$ cat config.mk
export PLATFORM = sky130hd
export DESIGN_NAME = pipe_stage_elastic
export DESIGN_NICKNAME = d
export VERILOG_FILES = /design/src/rtl/pipe_pkg.sv /design/src/rtl/pipe_slot.sv /design/src/rtl/pipe_stage_elastic.sv
export SDC_FILE = /design/constraint.sdc
export NUM_CORES = 1
export LEC_CHECK = 0
export CAP_MARGIN = 0
export CORE_MARGIN = 3
export CORE_UTILIZATION = 47
export CTS_BUF_LIST = sky130_fd_sc_hd__clkbuf_8
export CTS_CLUSTER_SIZE = 20
export DETAILED_ROUTE_END_ITERATION = 16
export PLACE_DENSITY = 0.86
export SETUP_SLACK_MARGIN = 0.3
export SLEW_MARGIN = 10
export SYNTH_ARGS = -nofsm -noshare
export SYNTH_HDL_FRONTEND = slang
export SYNTH_SLANG_ARGS = --single-unit
$ cat constraint.sdc
create_clock -name CLOCK -period 1.8 [get_ports CLOCK]
set_input_delay 0.36 -clock CLOCK [delete_from_list [all_inputs] [get_ports CLOCK]]
set_output_delay 0.36 -clock CLOCK [all_outputs]
set_load 0.01 [all_outputs]
$ cat src/rtl/pipe_pkg.sv
// Shared definitions for elastic pipeline stage registers.
package pipe_pkg;

  // Default field widths for a MEM/WB-style stage.
  localparam int unsigned DEF_CTRL_W = 5;
  localparam int unsigned DEF_DATA_W = 96;
  localparam int unsigned DEF_REG_W  = 5;
  localparam int unsigned DEF_CNT_W  = 16;

  // Control-bundle bit positions.
  localparam int unsigned CTRL_MEMTOREG = 0;
  localparam int unsigned CTRL_REGWRITE = 1;
  localparam int unsigned CTRL_SIZE_LO  = 2;
  localparam int unsigned CTRL_SIZE_HI  = 3;
  localparam int unsigned CTRL_LWSIG    = 4;

  // Stage occupancy states; the encoding doubles as the entry count.
  typedef enum logic [1:0] {
    EMPTY = 2'd0,
    ONE   = 2'd1,
    FULL  = 2'd2
  } state_e;

  // Number of entries held in a given state.
  function automatic logic [1:0] occ_of(state_e s);
    return 2'(s);
  endfunction

endpackage

$ cat src/rtl/pipe_slot.sv
// Single entry register: load, invalidate, and flush (clears valid and ctrl).
module pipe_slot #(
  parameter int unsigned CTRL_W = 5,
  parameter int unsigned DATA_W = 96,
  parameter int unsigned REG_W  = 5
) (
  input  logic              CLOCK,
  input  logic              RESET,
  input  logic              clear,
  input  logic              load,
  input  logic              drop,
  input  logic [CTRL_W-1:0] d_ctrl,
  input  logic [DATA_W-1:0] d_data,
  input  logic [REG_W-1:0]  d_wreg,
  output logic              valid,
  output logic [CTRL_W-1:0] q_ctrl,
  output logic [DATA_W-1:0] q_data,
  output logic [REG_W-1:0]  q_wreg
);

  // Entry storage; flush keeps data/wreg but turns the slot into a bubble.
  always_ff @(posedge CLOCK) begin
    if (RESET) begin
      valid  <= 1'b0;
      q_ctrl <= '0;
      q_data <= '0;
      q_wreg <= '0;
    end else if (clear) begin
      valid  <= 1'b0;
      q_ctrl <= '0;
    end else if (load) begin
      valid  <= 1'b1;
      q_ctrl <= d_ctrl;
      q_data <= d_data;
      q_wreg <= d_wreg;
    end else if (drop) begin
      valid  <= 1'b0;
    end
  end

endmodule

$ cat src/rtl/pipe_stage_elastic.sv
// Elastic pipeline register with 2-entry skid buffer, flush and stall counter.
module pipe_stage_elastic
  import pipe_pkg::*;
#(
  parameter int unsigned CTRL_W       = DEF_CTRL_W,
  parameter int unsigned DATA_W       = DEF_DATA_W,
  parameter int unsigned REG_W        = DEF_REG_W,
  parameter int unsigned REGWRITE_BIT = CTRL_REGWRITE,
  parameter int unsigned CNT_W        = DEF_CNT_W
) (
  input  logic              CLOCK,
  input  logic              RESET,
  input  logic              FLUSH,
  input  logic              in_valid,
  output logic              in_ready,
  input  logic [CTRL_W-1:0] in_ctrl,
  input  logic [DATA_W-1:0] in_data,
  input  logic [REG_W-1:0]  in_wreg,
  output logic              out_valid,
  input  logic              out_ready,
  output logic [CTRL_W-1:0] out_ctrl,
  output logic [DATA_W-1:0] out_data,
  output logic [REG_W-1:0]  out_wreg,
  output logic              out_regwrite,
  output logic [1:0]        occupancy,
  output logic [CNT_W-1:0]  stall_cnt
);

  state_e state, state_nxt;

  logic accept, drain, stall;
  logic main_load, main_from_skid, main_drop;
  logic skid_load, skid_drop, skid_valid;

  logic [CTRL_W-1:0] skid_ctrl, main_d_ctrl;
  logic [DATA_W-1:0] skid_data, main_d_data;
  logic [REG_W-1:0]  skid_wreg, main_d_wreg;

  assign in_ready     = ~skid_valid;
  assign accept       = in_valid & in_ready;
  assign drain        = out_valid & out_ready;
  assign stall        = out_valid & ~out_ready;
  assign out_regwrite = out_valid & out_ctrl[REGWRITE_BIT];
  assign occupancy    = occ_of(state);

  // Main slot refills from skid when draining out of FULL, else from upstream.
  assign main_d_ctrl = main_from_skid ? skid_ctrl : in_ctrl;
  assign main_d_data = main_from_skid ? skid_data : in_data;
  assign main_d_wreg = main_from_skid ? skid_wreg : in_wreg;

  // Occupancy state register.
  always_ff @(posedge CLOCK) begin
    if (RESET) state <= EMPTY;
    else       state <= state_nxt;
  end

  // Next-state and slot control; flush overrides any accept or drain.
  always_comb begin
    state_nxt      = state;
    main_load      = 1'b0;
    main_from_skid = 1'b0;
    main_drop      = 1'b0;
    skid_load      = 1'b0;
    skid_drop      = 1'b0;
    case (state)
      EMPTY: begin
        if (accept) begin
          main_load = 1'b1;
          state_nxt = ONE;
        end
      end
      ONE: begin
        if (accept && drain) begin
          main_load = 1'b1;
        end else if (accept) begin
          skid_load = 1'b1;
          state_nxt = FULL;
        end else if (drain) begin
          main_drop = 1'b1;
          state_nxt = EMPTY;
        end
      end
      FULL: begin
        if (drain) begin
          main_load      = 1'b1;
          main_from_skid = 1'b1;
          skid_drop      = 1'b1;
          state_nxt      = ONE;
        end
      end
      default: state_nxt = EMPTY;
    endcase
    if (FLUSH) begin
      state_nxt = EMPTY;
      main_load = 1'b0;
      main_drop = 1'b0;
      skid_load = 1'b0;
      skid_drop = 1'b0;
    end
  end

  // Saturating count of cycles the output was held back.
  always_ff @(posedge CLOCK) begin
    if (RESET)                          stall_cnt <= '0;
    else if (stall && (stall_cnt != '1)) stall_cnt <= stall_cnt + CNT_W'(1);
  end

  pipe_slot #(.CTRL_W(CTRL_W), .DATA_W(DATA_W), .REG_W(REG_W)) u_main (
    .CLOCK  (CLOCK),
    .RESET  (RESET),
    .clear  (FLUSH),
    .load   (main_load),
    .drop   (main_drop),
    .d_ctrl (main_d_ctrl),
    .d_data (main_d_data),
    .d_wreg (main_d_wreg),
    .valid  (out_valid),
    .q_ctrl (out_ctrl),
    .q_data (out_data),
    .q_wreg (out_wreg)
  );

  pipe_slot #(.CTRL_W(CTRL_W), .DATA_W(DATA_W), .REG_W(REG_W)) u_skid (
    .CLOCK  (CLOCK),
    .RESET  (RESET),
    .clear  (FLUSH),
    .load   (skid_load),
    .drop   (skid_drop),
    .d_ctrl (in_ctrl),
    .d_data (in_data),
    .d_wreg (in_wreg),
    .valid  (skid_valid),
    .q_ctrl (skid_ctrl),
    .q_data (skid_data),
    .q_wreg (skid_wreg)
  );

endmodule

======== After elaboration in Yosys (flattened, before gate mapping) ========
Cells that the tools add are included.
cells by class
  muxes and demuxes ....................... 27
  shift operators ......................... 0
  divide/modulo/power cells ............... 0
  reduce and logical (&&, ||, !) cells .... 9
  multiply operators ...................... 0
  eq/ne operators ......................... 7
  magnitude comparators ................... 0
  bitwise logic cells ..................... 7
  $add $sub $neg .......................... 1
operator list
  operator               count
  $mux 96                1
  $mux 1                 17
  $add 16x1->16 const B  1
  $ne 16x16->1 const B   1
  $mux 2                 5
  $mux 5                 2
  $ne 2x2->1 const B     3
  $pmux 2 s3             1
  $and 1x1->1            4
  $reduce_and 2->1       2
  $reduce_and 4->1       1
  $reduce_bool 2->1      2
  $ne 3x3->1 const B     1
  $not 1->1              3
  $pmux 1 s3             1
  $eq 2x1->1 const B     1
  $eq 2x2->1 const B     1
  $logic_and 1x1->1      2
  $logic_not 2->1        1
  $reduce_or 2->1        1
word-level totals
  ROM bits ................................ 0
  bits in writable memories ............... 0
  output and inout port bits .............. 127
  register bits ........................... 232
  memories kept ........................... 0
  input bits .............................. 111
  latch bits .............................. 0

======== Depth between registers and ports, before layout ========
  depth in word-level cells ............... 8
  mapped depth ............................ 9
  mapped depth without buffers ............ 5

======== By module ========
From an unflattened synthesis, not the netlist that was laid out.
unflattened totals
  cell total of the unflattened synthesis .. 1216
  area, all modules ....................... 12639.6 µm²
modules (own cells, without submodules)
  module              cells an instance  area an instance (µm²)  times used
  pipe_slot           482                5148.7                  2
  pipe_stage_elastic  252                2342.2                  1

======== Worst setup path after synthesis ========
OpenSTA, ideal clock, no wires.
  path kind ............................... reg2reg
  start ................................... reg state[0], in the netlist occupancy[0]
  end ..................................... reg u_skid.q_data[0]
  arrival ................................. 1710 ps
  clock period less this slack ............ 1842 ps
  data required time ...................... 1668 ps
  slack ................................... -42 ps
  stages on the path, launching flop included .. 7
  library setup time ...................... 132 ps
  cells stage by stage .................... dfxtp_1 > a21bo_2 > or4_1 > clkbuf_1 > clkbuf_1 > nand2_1 > a21oi_1
between the ends
  longest elaborated chain between the ends .. 4
RTL lines
  item                               RTL line                  text
  start: declaration                 pipe_stage_elastic.sv:29  state_e state, state_nxt;
  start signal: assignment           pipe_stage_elastic.sv:54  else state <= state_nxt;
  $eq 2x1->1                         pipe_stage_elastic.sv:65  case (state)
  $mux 1                             pipe_stage_elastic.sv:65
  $mux 1                             pipe_stage_elastic.sv:93  if (FLUSH) begin
  $reduce_and 2->1 (no source line)  --
  end signal: assignment             pipe_slot.sv:34           q_data <= d_data;
  end: declaration                   pipe_slot.sv:17           output logic [DATA_W-1:0] q_data,
No other way between the ends.
A chain may end at the register's enable or synchronous reset.

======== Worst setup path in the final report ========
  start ................................... reg u_main.valid
  end ..................................... reg stall_cnt[9]
between the ends
  longest elaborated chain between the ends .. 2
RTL lines
  item                      RTL line                   text
  start: declaration        pipe_slot.sv:15            output logic valid,
  start signal: assignment  pipe_slot.sv:24            valid <= 1'b0;
  start signal: assignment  pipe_slot.sv:29            valid <= 1'b0;
  start signal: assignment  pipe_slot.sv:32            valid <= 1'b1;
  $and 1x1->1               pipe_stage_elastic.sv:42   assign stall = out_valid & ~out_ready;
  $logic_and 1x1->1         pipe_stage_elastic.sv:105  else if (stall && (stall_cnt != '1)) stall_cnt <= stall_cnt + CNT_W'(1);
  end signal: assignment    pipe_stage_elastic.sv:105
  end: declaration          pipe_stage_elastic.sv:26   output logic [CNT_W-1:0] stall_cnt
No other way between the ends.

==> impl_metrics.py <==
metrics = {
    "timing": {
        "finalClockSkew_ps": 13.4,
        "fin_setup_tns_ps": -30.2,
        "min_period_ps": 1820,
        "fin_ws_ps": -23.8,
        "finalCritPeriodShare_pct": 101,
        "hold_viol_final": 0,
        "maxSlewViolCount": 0,
        "max_slew_margin_pct": 63.2,
        "finalSetupViolCount": 3,
        "worst_pin_slew_ps": 553,
        "max_freq_mhz": 548,
        "grt_setup_unrepaired": "yes",
    },
    "drt": {
        "ant_nets": 0,
        "avgViaCountPerCell": 5.68,
        "drcViolationCount": 0,
        "wl_per_cell_um": 18.5,
        "vias": 10050,
        "drtIter0Drc": 637,
        "drt_pass1_iterations": 5,
        "drt-total-wl_um": 32700,
    },
    "power_and_ir_drop": {
        "switchingPower_mw": 2.94,
        "p_seq_share_pct": 46.4,
        "pwr-share-clk_pct": 40.9,
        "switching_share_pct": 25.4,
        "p_comb_share_pct": 12.7,
        "p_per_area_nw_per_um2": 783,
        "peakVddDrop_v": 0.000509,
        "p_int_mw": 8.63,
        "total_leakage_power_nw": 6.26,
    },
    "status": {
        "violations": "setup timing",
        "status": "complete, but fails checks",
    },
    "run": {
        "maxCapViolations": 0,
    },
    "critical_path": {
        "crit_buf_inv": 3,
        "required_ps": 2250,
        "max_stage_delay_ps": 370,
        "crit_chain": "buf_4 > buf_6 > nand4b_1 > or3_4 > buf_4 > a2111o_1 > a21oi_1",
        "cp_top_family": "compound AO/OA/AOI/OAI gates",
        "crit_fanout": 5,
        "end_kind": "flop",
        "crit_slowest_cell": "dfxtp_4",
        "worstSetupPathType": "flop to flop",
        "crit_top_cell": "buf_4",
        "startpoint_type": "flop",
        "cp.arrival_ps": 2270,
    },
    "final_layout": {
        "layout.nets": 1585,
        "drive_above_1_share_pct": 26.7,
        "area_growth_pct": 49.1,
        "antennaDiodeCount": 0,
        "final_cell_area_um2": 14800,
    },
    "die": {
        "io_pins": 238,
        "dieHeight_um": 151,
        "core-area_um2": 20500,
        "die-area_um2": 22900,
        "row_count": 52,
        "start_util_pct": 48.3,
        "die_x_um": 151,
    },
    "logic_synthesis": {
        "yosysTopAreaCell": "dfxtp_1",
        "synth_cells": 1185,
        "synth_top_area_share_pct": 46.9,
        "ys_types": 43,
        "synthTopCellsByArea": "dfxtp_1 (47%), mux2i_1 (11%), a21oi_1 (11%), nand2_1 (8.0%), or3_1 (6.9%)",
        "syn_area_um2": 9900,
        "async_flop_share_pct": 0,
        "synth-edff-count": 0,
        "yosys_warnings": 0,
        "syn-num-nets": 1297,
        "avgSynthCellArea_um2": 8.36,
        "yosysSeqAreaShare_pct": 46.9,
        "synth_seq_cells": 232,
        "synthFlopType": "dfxtp_1",
    },
    "cts": {
        "cts-root-buf": "clkbuf_8",
        "cts_tree": "built",
        "clock_sinks": 232,
        "htree_levels": 2,
        "cts_buffers": 41,
        "clkLatencyLatePin_ps": 530,
        "cts_hold_buf": 0,
        "cts.path.max_buffers": 3,
        "clk_pin_slew_ps": 60,
    },
    "global_route": {
        "grt-ovfl-total": 0,
        "grtUsageTotal_pct": 24.2,
        "antenna_found_initial": 0,
        "grt_max_degree": 120,
        "grt_pass1_vias": 9278,
        "grt_pass1_wl_um": 45700,
    },
    "place": {
        "dp_slack_ps": -524,
        "port_buffers": 237,
        "place_area_um2": 13000,
        "dp_hpwl_um": 18200,
        "gp_congestion": 0.790,
    },
    "worst_hold_path": {
        "hp-class": "input port to flop",
    },
}
## registers in the layout, indices dropped and copies added, names as in the netlist
register / cells
u_main.q_data: 96
u_main.valid: 1
u_main.q_ctrl: 5
stall_cnt: 16
occupancy: 2
u_main.q_wreg: 5
u_skid.q_data: 96
u_skid.q_wreg: 5
u_skid.q_ctrl: 5
u_skid.valid: 1
## cells in the final DEF (no fill, tap or decap), types with 5 or more instances in the layout
cell,instances
buf_12,25
buf_4,50
or3_1,101
dfxtp_4,16
nand3_1,5
clkbuf_2,43
clkdlybuf4s15_1,19
clkbuf_16,13
o21ai_0,33
nor2_1,16
o21ai_1,76
or4_4,5
buf_6,29
nand2_1,204
clkbuf_8,49
dfxtp_1,190
inv_1,20
clkdlybuf4s15_2,32
a21oi_2,28
buf_2,27
clkdlybuf4s50_1,107
mux2i_1,112
buf_16,7
or3_4,9
dfxtp_2,26
a21oi_1,190
## path summary, 6_finish.rpt
kind | start | endpoint | slack (ps) | depth (start not counted)
hold reg to reg | u_skid.q_data[63] | u_skid.q_data[63] | 460 | 2
setup reg to reg | u_main.valid | stall_cnt[9] | -20 | 7
hold / removal | RESET | stall_cnt[13] | 220 | 2
setup / recovery | u_main.valid | stall_cnt[9] | -20 | 7
## per-layer routing
metal / part of all wire (%) / routed length, µm / vias to the layer above / track usage [%]
met5: 0 / 0 / - / 0
met4: 4.0 / 1310 / 0 / 9.84
met3: 8.5 / 2760 / 124 / 5.51
met2: 49 / 16100 / 473 / 41.2
met1: 38 / 12500 / 4726 / 29.7
li1: - / - / 4727 / -
## metrics by stage
step	std cells	hold WS, ps	util (%)	power, mW
after floorplan	1185	436	-	6.13
after global placement	1641	442	63.6	6.80
after detailed placement	1641	450	63.6	6.83
after CTS	1732	182	69.2	11.5
after global routing	1770	220	72.0	12.0
final	1770	221	72.0	11.6
## repair_timing
item,4_1_cts,5_1_grt
pin swaps,9,34
cloned,5,15
buffers inserted,16,23
resized for setup,369,174
endpoints found under the setup margin,349,320
## kinds of logic after synthesis
family                     Yosys count  share of synthesized area [%]
and+or+nand+nor                    374                           18.3
AOI/OAI and AO/OA                  346                           18.1
DFF                                232                           46.9
adders and majority gates            1                          0.126
muxes                              116                           11.8
xor gates and xnor gates             1                         0.0884
buffers and inverters              115                           4.79
## final cells by class
type,count,area [µm²]
inverter,6,22.5
clock inverter,21,118
sequential,232,4740
tap,270,338
timing repair buffer,354,3720
multi-input combinational,838,5160
fill,1459,5730
clock buffer,49,674
## worst reg2reg max path, delay by kind of cell (launching register included)
family,cells,cell delay [ps]
buffers and inverters,3,410
DFF,1,370
and+or+nand+nor,2,480
AOI/OAI and AO/OA,2,490
## cells in the mapped netlist (3+ instances only)
cell type,n
buf_4,5
or3_1,110
nor3_1,3
nor2_1,16
buf_1,4
a21oi_1,219
mux2i_1,113
inv_1,6
nand2_1,211
clkbuf_1,81
o31ai_1,5
o21ai_0,110
nand2b_1,4
buf_2,19
nand3_1,6
or4_1,6
dfxtp_1,232
mux2_2,3
nor2b_1,3
## power by group through the flow
stage	registers, mW	clock network, mW	logic, mW
2_1_floorplan	5.52	0	0.612
3_3_place_gp	5.48	0	1.32
3_5_place_dp	5.48	0	1.35
4_1_cts	5.36	4.79	1.37
5_1_grt	5.37	5.05	1.58
6_report	5.36	4.73	1.47
Note: power is estimated with default switching activity, not from simulation.
